===== src/rtl/arm_mc_pkg.sv =====
// Shared definitions for the multicycle ARM sequencer.
// This file holds the state codes, the datapath select encodings and the ALU command decode.
package arm_mc_pkg;

    typedef enum logic [3:0] {
        S_FETCH  = 4'd0,
        S_DECODE = 4'd1,
        S_MEMADR = 4'd2,
        S_MEMRD  = 4'd3,
        S_MEMWB  = 4'd4,
        S_MEMWR  = 4'd5,
        S_EXECR  = 4'd6,
        S_EXECI  = 4'd7,
        S_ALUWB  = 4'd8,
        S_BRANCH = 4'd9
    } state_t;

    localparam logic [2:0] ALU_ADD = 3'b000;
    localparam logic [2:0] ALU_SUB = 3'b001;
    localparam logic [2:0] ALU_AND = 3'b010;
    localparam logic [2:0] ALU_ORR = 3'b011;

    localparam logic [1:0] SRCB_RD2  = 2'b00;
    localparam logic [1:0] SRCB_IMM  = 2'b01;
    localparam logic [1:0] SRCB_FOUR = 2'b10;

    localparam logic [1:0] RES_ALUOUT    = 2'b00;
    localparam logic [1:0] RES_DATA      = 2'b01;
    localparam logic [1:0] RES_ALURESULT = 2'b10;

    localparam logic [3:0] CMD_ADD = 4'b0100;
    localparam logic [3:0] CMD_SUB = 4'b0010;
    localparam logic [3:0] CMD_AND = 4'b0000;
    localparam logic [3:0] CMD_ORR = 4'b1100;
    localparam logic [3:0] CMD_CMP = 4'b1010;

    // Map a data-processing cmd field to an ALU operation.
    // Commands the ALU does not implement fall back to ADD.
    function automatic logic [2:0] decodeAluCtrl(input logic [3:0] cmd);
        logic [2:0] ctrl;
        case (cmd)
            CMD_ADD: ctrl = ALU_ADD;
            CMD_SUB: ctrl = ALU_SUB;
            CMD_CMP: ctrl = ALU_SUB;
            CMD_AND: ctrl = ALU_AND;
            CMD_ORR: ctrl = ALU_ORR;
            default: ctrl = ALU_ADD;
        endcase
        return ctrl;
    endfunction

endpackage


===== src/rtl/arm_condcheck.sv =====
// ARM condition-code evaluation against the stored NZCV flags.
// Code 1111 is reserved in this core and always fails.
module arm_condcheck (
    input  logic [3:0] Cond,
    input  logic [3:0] Flags,
    output logic       CondEx
);

    logic flagN;
    logic flagZ;
    logic flagC;
    logic flagV;

    assign {flagN, flagZ, flagC, flagV} = Flags;

    // Evaluate the condition field from EQ through AL
    always_comb begin
        CondEx = 1'b0;
        case (Cond)
            4'b0000: CondEx = flagZ;
            4'b0001: CondEx = ~flagZ;
            4'b0010: CondEx = flagC;
            4'b0011: CondEx = ~flagC;
            4'b0100: CondEx = flagN;
            4'b0101: CondEx = ~flagN;
            4'b0110: CondEx = flagV;
            4'b0111: CondEx = ~flagV;
            4'b1000: CondEx = flagC & ~flagZ;
            4'b1001: CondEx = ~flagC | flagZ;
            4'b1010: CondEx = (flagN == flagV);
            4'b1011: CondEx = (flagN != flagV);
            4'b1100: CondEx = ~flagZ & (flagN == flagV);
            4'b1101: CondEx = flagZ | (flagN != flagV);
            4'b1110: CondEx = 1'b1;
            default: CondEx = 1'b0;
        endcase
    end

endmodule


===== src/rtl/arm_mc_ctrl.sv =====
// Multicycle sequencer for the ARM core with a single variable-latency memory port.
// Walks each instruction through fetch/decode/execute/memory/writeback and owns the NZCV flags.
module arm_mc_ctrl
    import arm_mc_pkg::*;
(
    input  logic       clk,
    input  logic       reset,
    input  logic [3:0] Cond,
    input  logic [1:0] Op,
    input  logic [5:0] Funct,
    input  logic [3:0] Rd,
    input  logic [3:0] ALUFlags,
    input  logic       MemReady,
    output logic       MemReq,
    output logic       MemWrite,
    output logic       IRWrite,
    output logic       PCWrite,
    output logic       RegWrite,
    output logic       AdrSrc,
    output logic       ALUSrcA,
    output logic [1:0] ALUSrcB,
    output logic [1:0] ResultSrc,
    output logic [1:0] ImmSrc,
    output logic [1:0] RegSrc,
    output logic [2:0] ALUControl,
    output logic [3:0] State
);

    state_t     state_q;
    state_t     state_d;
    logic [3:0] flags_q;
    logic [3:0] flags_d;
    logic [3:0] cmd;
    logic [2:0] aluDec;
    logic       condEx;
    logic       inExec;
    logic       aluWbWrite;

    assign cmd        = Funct[4:1];
    assign aluDec     = decodeAluCtrl(cmd);
    assign inExec     = (state_q == S_EXECR) || (state_q == S_EXECI);
    assign aluWbWrite = (cmd != CMD_CMP);

    assign ImmSrc = Op;
    assign RegSrc = {Op == 2'b01, Op == 2'b10};
    assign State  = state_q;

    arm_condcheck u_condcheck (
        .Cond   (Cond),
        .Flags  (flags_q),
        .CondEx (condEx)
    );

    // State and flags registers; reset drops straight back to FETCH with clear flags
    always_ff @(posedge clk or negedge reset) begin
        if (!reset) begin
            state_q <= S_FETCH;
            flags_q <= 4'b0000;
        end else begin
            state_q <= state_d;
            flags_q <= flags_d;
        end
    end

    // Flags capture on the edge leaving EXEC; logical ops keep the previous carry and overflow
    always_comb begin
        flags_d = flags_q;
        if (inExec && (Funct[0] || (cmd == CMD_CMP))) begin
            flags_d[3:2] = ALUFlags[3:2];
            if ((aluDec == ALU_ADD) || (aluDec == ALU_SUB)) begin
                flags_d[1:0] = ALUFlags[1:0];
            end
        end
    end

    // Next-state selection and Moore datapath controls; IRWrite/PCWrite in FETCH follow MemReady
    always_comb begin
        state_d    = state_q;
        MemReq     = 1'b0;
        MemWrite   = 1'b0;
        IRWrite    = 1'b0;
        PCWrite    = 1'b0;
        RegWrite   = 1'b0;
        AdrSrc     = 1'b0;
        ALUSrcA    = 1'b0;
        ALUSrcB    = SRCB_RD2;
        ResultSrc  = RES_ALUOUT;
        ALUControl = ALU_ADD;
        case (state_q)
            S_FETCH: begin
                MemReq    = 1'b1;
                ALUSrcA   = 1'b1;
                ALUSrcB   = SRCB_FOUR;
                ResultSrc = RES_ALURESULT;
                IRWrite   = MemReady;
                PCWrite   = MemReady;
                if (MemReady) begin
                    state_d = S_DECODE;
                end
            end
            S_DECODE: begin
                ALUSrcA   = 1'b1;
                ALUSrcB   = SRCB_FOUR;
                ResultSrc = RES_ALURESULT;
                if (!condEx) begin
                    state_d = S_FETCH;
                end else begin
                    case (Op)
                        2'b01:   state_d = S_MEMADR;
                        2'b00:   state_d = Funct[5] ? S_EXECI : S_EXECR;
                        2'b10:   state_d = S_BRANCH;
                        default: state_d = S_FETCH;
                    endcase
                end
            end
            S_MEMADR: begin
                ALUSrcB = SRCB_IMM;
                state_d = Funct[0] ? S_MEMRD : S_MEMWR;
            end
            S_MEMRD: begin
                MemReq = 1'b1;
                AdrSrc = 1'b1;
                if (MemReady) begin
                    state_d = S_MEMWB;
                end
            end
            S_MEMWB: begin
                ResultSrc = RES_DATA;
                RegWrite  = 1'b1;
                state_d   = S_FETCH;
            end
            S_MEMWR: begin
                MemReq   = 1'b1;
                AdrSrc   = 1'b1;
                MemWrite = 1'b1;
                if (MemReady) begin
                    state_d = S_FETCH;
                end
            end
            S_EXECR: begin
                ALUSrcB    = SRCB_RD2;
                ALUControl = aluDec;
                state_d    = S_ALUWB;
            end
            S_EXECI: begin
                ALUSrcB    = SRCB_IMM;
                ALUControl = aluDec;
                state_d    = S_ALUWB;
            end
            S_ALUWB: begin
                ResultSrc = RES_ALUOUT;
                RegWrite  = aluWbWrite;
                PCWrite   = aluWbWrite && (Rd == 4'd15);
                state_d   = S_FETCH;
            end
            S_BRANCH: begin
                ALUSrcB    = SRCB_IMM;
                ALUControl = ALU_ADD;
                ResultSrc  = RES_ALURESULT;
                PCWrite    = 1'b1;
                state_d    = S_FETCH;
            end
            default: begin
                state_d = S_FETCH;
            end
        endcase
    end

endmodule

===== config.mk =====
export PLATFORM = sky130hd
export DESIGN_NAME = arm_mc_ctrl
export DESIGN_NICKNAME = d
export VERILOG_FILES = /design/src/rtl/arm_mc_pkg.sv /design/src/rtl/arm_condcheck.sv /design/src/rtl/arm_mc_ctrl.sv
export SDC_FILE = /design/constraint.sdc
export NUM_CORES = 1
export LEC_CHECK = 0
export ABC_AREA = 1
export CORE_AREA = 5 5 53 55
export DETAILED_ROUTE_END_ITERATION = 12
export DIE_AREA = 0 0 58 60
export PLACE_DENSITY_LB_ADDON = 0.15
export SETUP_SLACK_MARGIN = 0.15
export SLEW_MARGIN = 5
export SYNTH_ARGS = -nofsm -noshare
export SYNTH_HDL_FRONTEND = slang
export SYNTH_SLANG_ARGS = --single-unit

===== constraint.sdc =====
create_clock -name clk -period 1.7 [get_ports clk]
set_input_delay 0.34 -clock clk [delete_from_list [all_inputs] [get_ports clk]]
set_output_delay 0.34 -clock clk [all_outputs]
set_load 0.01 [all_outputs]

==> results_dict.tcl <==
set metrics [dict create \
    slew_violations 0 \
    port_buffers 43 \
    die_h_um 60 \
    grt-ovfl-total 0 \
    crit_slowest_cell "dfrtp_2" \
    critPathMaxStageDelay_ns 0.44 \
    nets 246 \
    grt_usage_pct 18.5 \
    drc 0 \
    grt.busiest_layer "met2" \
    violations "negative setup slack" \
    clkLatencyLatePin_ns 0.25 \
    r2r_slack_ns 0.14 \
    synth-main-ff-cell "dfrtp_1" \
    startpoint_type "register" \
    ys_seq_area_share_pct 23.6 \
    fmax_mhz 577 \
    ys_ff_latch 8 \
    setup_viol 1 \
    die-area_um2 3480 \
    gp_congestion 0.869 \
    cp_data_arrival_time_ns 1.39 \
    met3_usage_pct 5.18 \
    met2_usage_pct 35.3 \
    period_share_pct 102 \
    ant_nets 0 \
    initial_utilization_pct 36.3 \
    reg2regPathDepth 7 \
    core_area_um2 2340 \
    finalHoldViolCount 0 \
    synth_most_common_cell "nand2_1" \
    first_global_vias 1153 \
    cp-end-kind "primary output" \
    crit_path_max_fanout 4 \
    synth_enable_flop_cells 0 \
    r2r-end "flags_q[2]" \
    ys_types 24 \
    rsz0062_at_grt "true" \
    cts.hold.buffers_added 0 \
    vias 1183 \
    required_ns 1.36 \
    htreeDepth 1 \
    yosys_warnings 0 \
    crit_top_cell "inv_2" \
    post-dp-hpwl_mm 2.24 \
    synth_common_cells "nand2_1, nor2_1, inv_1" \
    crit_chain "nor2_2, inv_2, nor2_4, inv_2, o221ai_2, buf_2" \
    reg2reg_from "State[3]" \
    dieWidth_um 58 \
    netlist_instances 145 \
    clock_skew_ns 0.00355 \
    placement_rows 18 \
    max-cap-violations 0 \
    yosysTopAreaCellShare_pct 23.6 \
    path_clk_slew_ns 0.05 \
    syn_nets 168 \
    vdd_drop_max_v 0.00143 \
    fin_crit_ns 1.73 \
    clock_sinks 8 \
    antenna_found_initial 0 \
    fillers 197 \
    root_buffer "clkbuf_4" \
    wl_mm 3.07 \
    finalPower_w 0.00234 \
    powerDensity_nw_per_um2 1430 \
    grt_start_max_net_pins 9 \
    clockBufferDepth 2 \
    synth_area_um2 850 \
    netlist.top_cell.by_area "dfrtp_1" \
    status "complete, but fails checks" \
    grt_pass1_wl_mm 4.93 \
    drt_iter0_markers 74 \
    io-pin-count 45 \
    grtUsageMet1_pct 19.3 \
    hp-class "input port to asynchronous set/reset pin" \
    synth_area_per_cell_um2 5.86 \
    setup_ws_ns -0.0342 \
    wl_per_cell_um 12.2 \
    synthToLayoutAreaGrowth_pct 92.8 \
    finalCoreUtilization_pct 69.9 \
    p_leak_nw 0.894 \
    numCtsBuffers 3 \
    setup.worst_path.class "register to primary output" \
    diodes 0 \
    drive_gt1_share_pct 44.3 \
    synth_async_sr_flop_share_pct 100 \
    cts_tree "yes" \
    synth_area_leaders "dfrtp_1, nand2_1, nor2_1, nand3_1, inv_1" \
    drt_first_pass_iters 4 \
    avgViaCountPerCell 4.71 \
]
## state kept, by name, summed over array words and instances (netlist names)
register  cells
State         4
flags_q       4
## cells by family (layout without fill, tap and decap cells)
family	count (synthesis)	in the layout	share of synthesized area, %
and+or+nand+nor	91	91	49.5
AOI/OAI and AO/OA	15	15	11.0
buffers and inverters	29	105	14.1
DFF	8	8	23.6
other	1	1	0.441
muxes	1	1	1.33
## how the worst max path moves through the flow
stage                     startpoint    endpoint  slack [ns]  cells past startpoint
after floorplan             State[2]  ALUSrcB[0]        0.19                      4
after global placement      Funct[3]     PCWrite       -0.46                      6
after detailed placement    Funct[3]     PCWrite       -0.48                      6
after CTS                   State[3]     PCWrite       -0.03                      6
after global routing        State[2]     PCWrite       -0.11                      6
final                       State[3]     PCWrite       -0.03                      6
## layout by cell type, fill, tap and decap left out, types with 3 or more instances in the layout
cell             count
nand4_1              3
nand2_2              3
buf_2               10
buf_6                9
a21oi_2              3
dfrtp_1              5
dlygate4sd2_1       12
clkbuf_4             3
o21ai_0              4
nor2_2              10
nand3_1             11
inv_2               12
dlymetal6s2s_1       3
buf_4               27
clkdlybuf4s50_1     13
nor2_1              13
dfrtp_2              3
inv_1               14
nor2_4               6
nand2_1             37
## through the flow
stage	hold WS [ns]	worst slack [ns]	instances	setup TNS (ns)	instance area, um^2
4_1_cts	0.372	-0.0301	249	-0.0303	1550
3_5_place_dp	0.558	-0.478	242	-3.80	1500
5_1_grt	0.382	-0.107	251	-0.424	1640
3_3_place_gp	0.548	-0.455	242	-3.25	1500
6_report	0.366	-0.0342	251	-0.0342	1640
2_1_floorplan	0.0444	0.191	145	0	850
## final cells by class
type / instances / area [um^2] / area share, %
Tap cell: 30 / 37.5 / 2.29
Inverter: 26 / 97.6 / 5.96
Timing Repair Buffer: 76 / 648 / 39.6
Multi-Input combinational cell: 108 / 628 / 38.3
Sequential cell: 8 / 204 / 12.5
Clock buffer: 3 / 22.5 / 1.38
## repair_timing
action / CTS / global route
endpoints found under the setup margin: 23 / 21
setup buffers: 4 / 2
resized for setup: 93 / 23
pin swaps: 6 / 5
## power breakdown
group	internal, W	switching (W)	leakage, nW
clock	0.0000807	0.0000636	0.0138
combinational	0.000902	0.000911	0.787
sequential	0.000278	0.000104	0.0931
total	0.00126	0.00108	0.894
## critical path, delay by kind of cell (launching register included)
| kind | cells | cell delay (ns) |
|---|---|---|
| AO/OA/AOI/OAI | 1 | 0.15 |
| buffers and inverters | 3 | 0.32 |
| flip-flops | 1 | 0.44 |
| AND/OR/NAND/NOR | 2 | 0.24 |
## layer usage
| layer | part of all wire (%) | vias up | wire, um |
|---|---|---|---|
| met5 | 0 | - | 0 |
| met3 | 5.1 | 6 | 158 |
| met2 | 55 | 34 | 1690 |
| met4 | 1.4 | 0 | 43 |
| met1 | 38 | 536 | 1180 |
| li1 | - | 607 | - |
(Power assumes the default switching activity.)
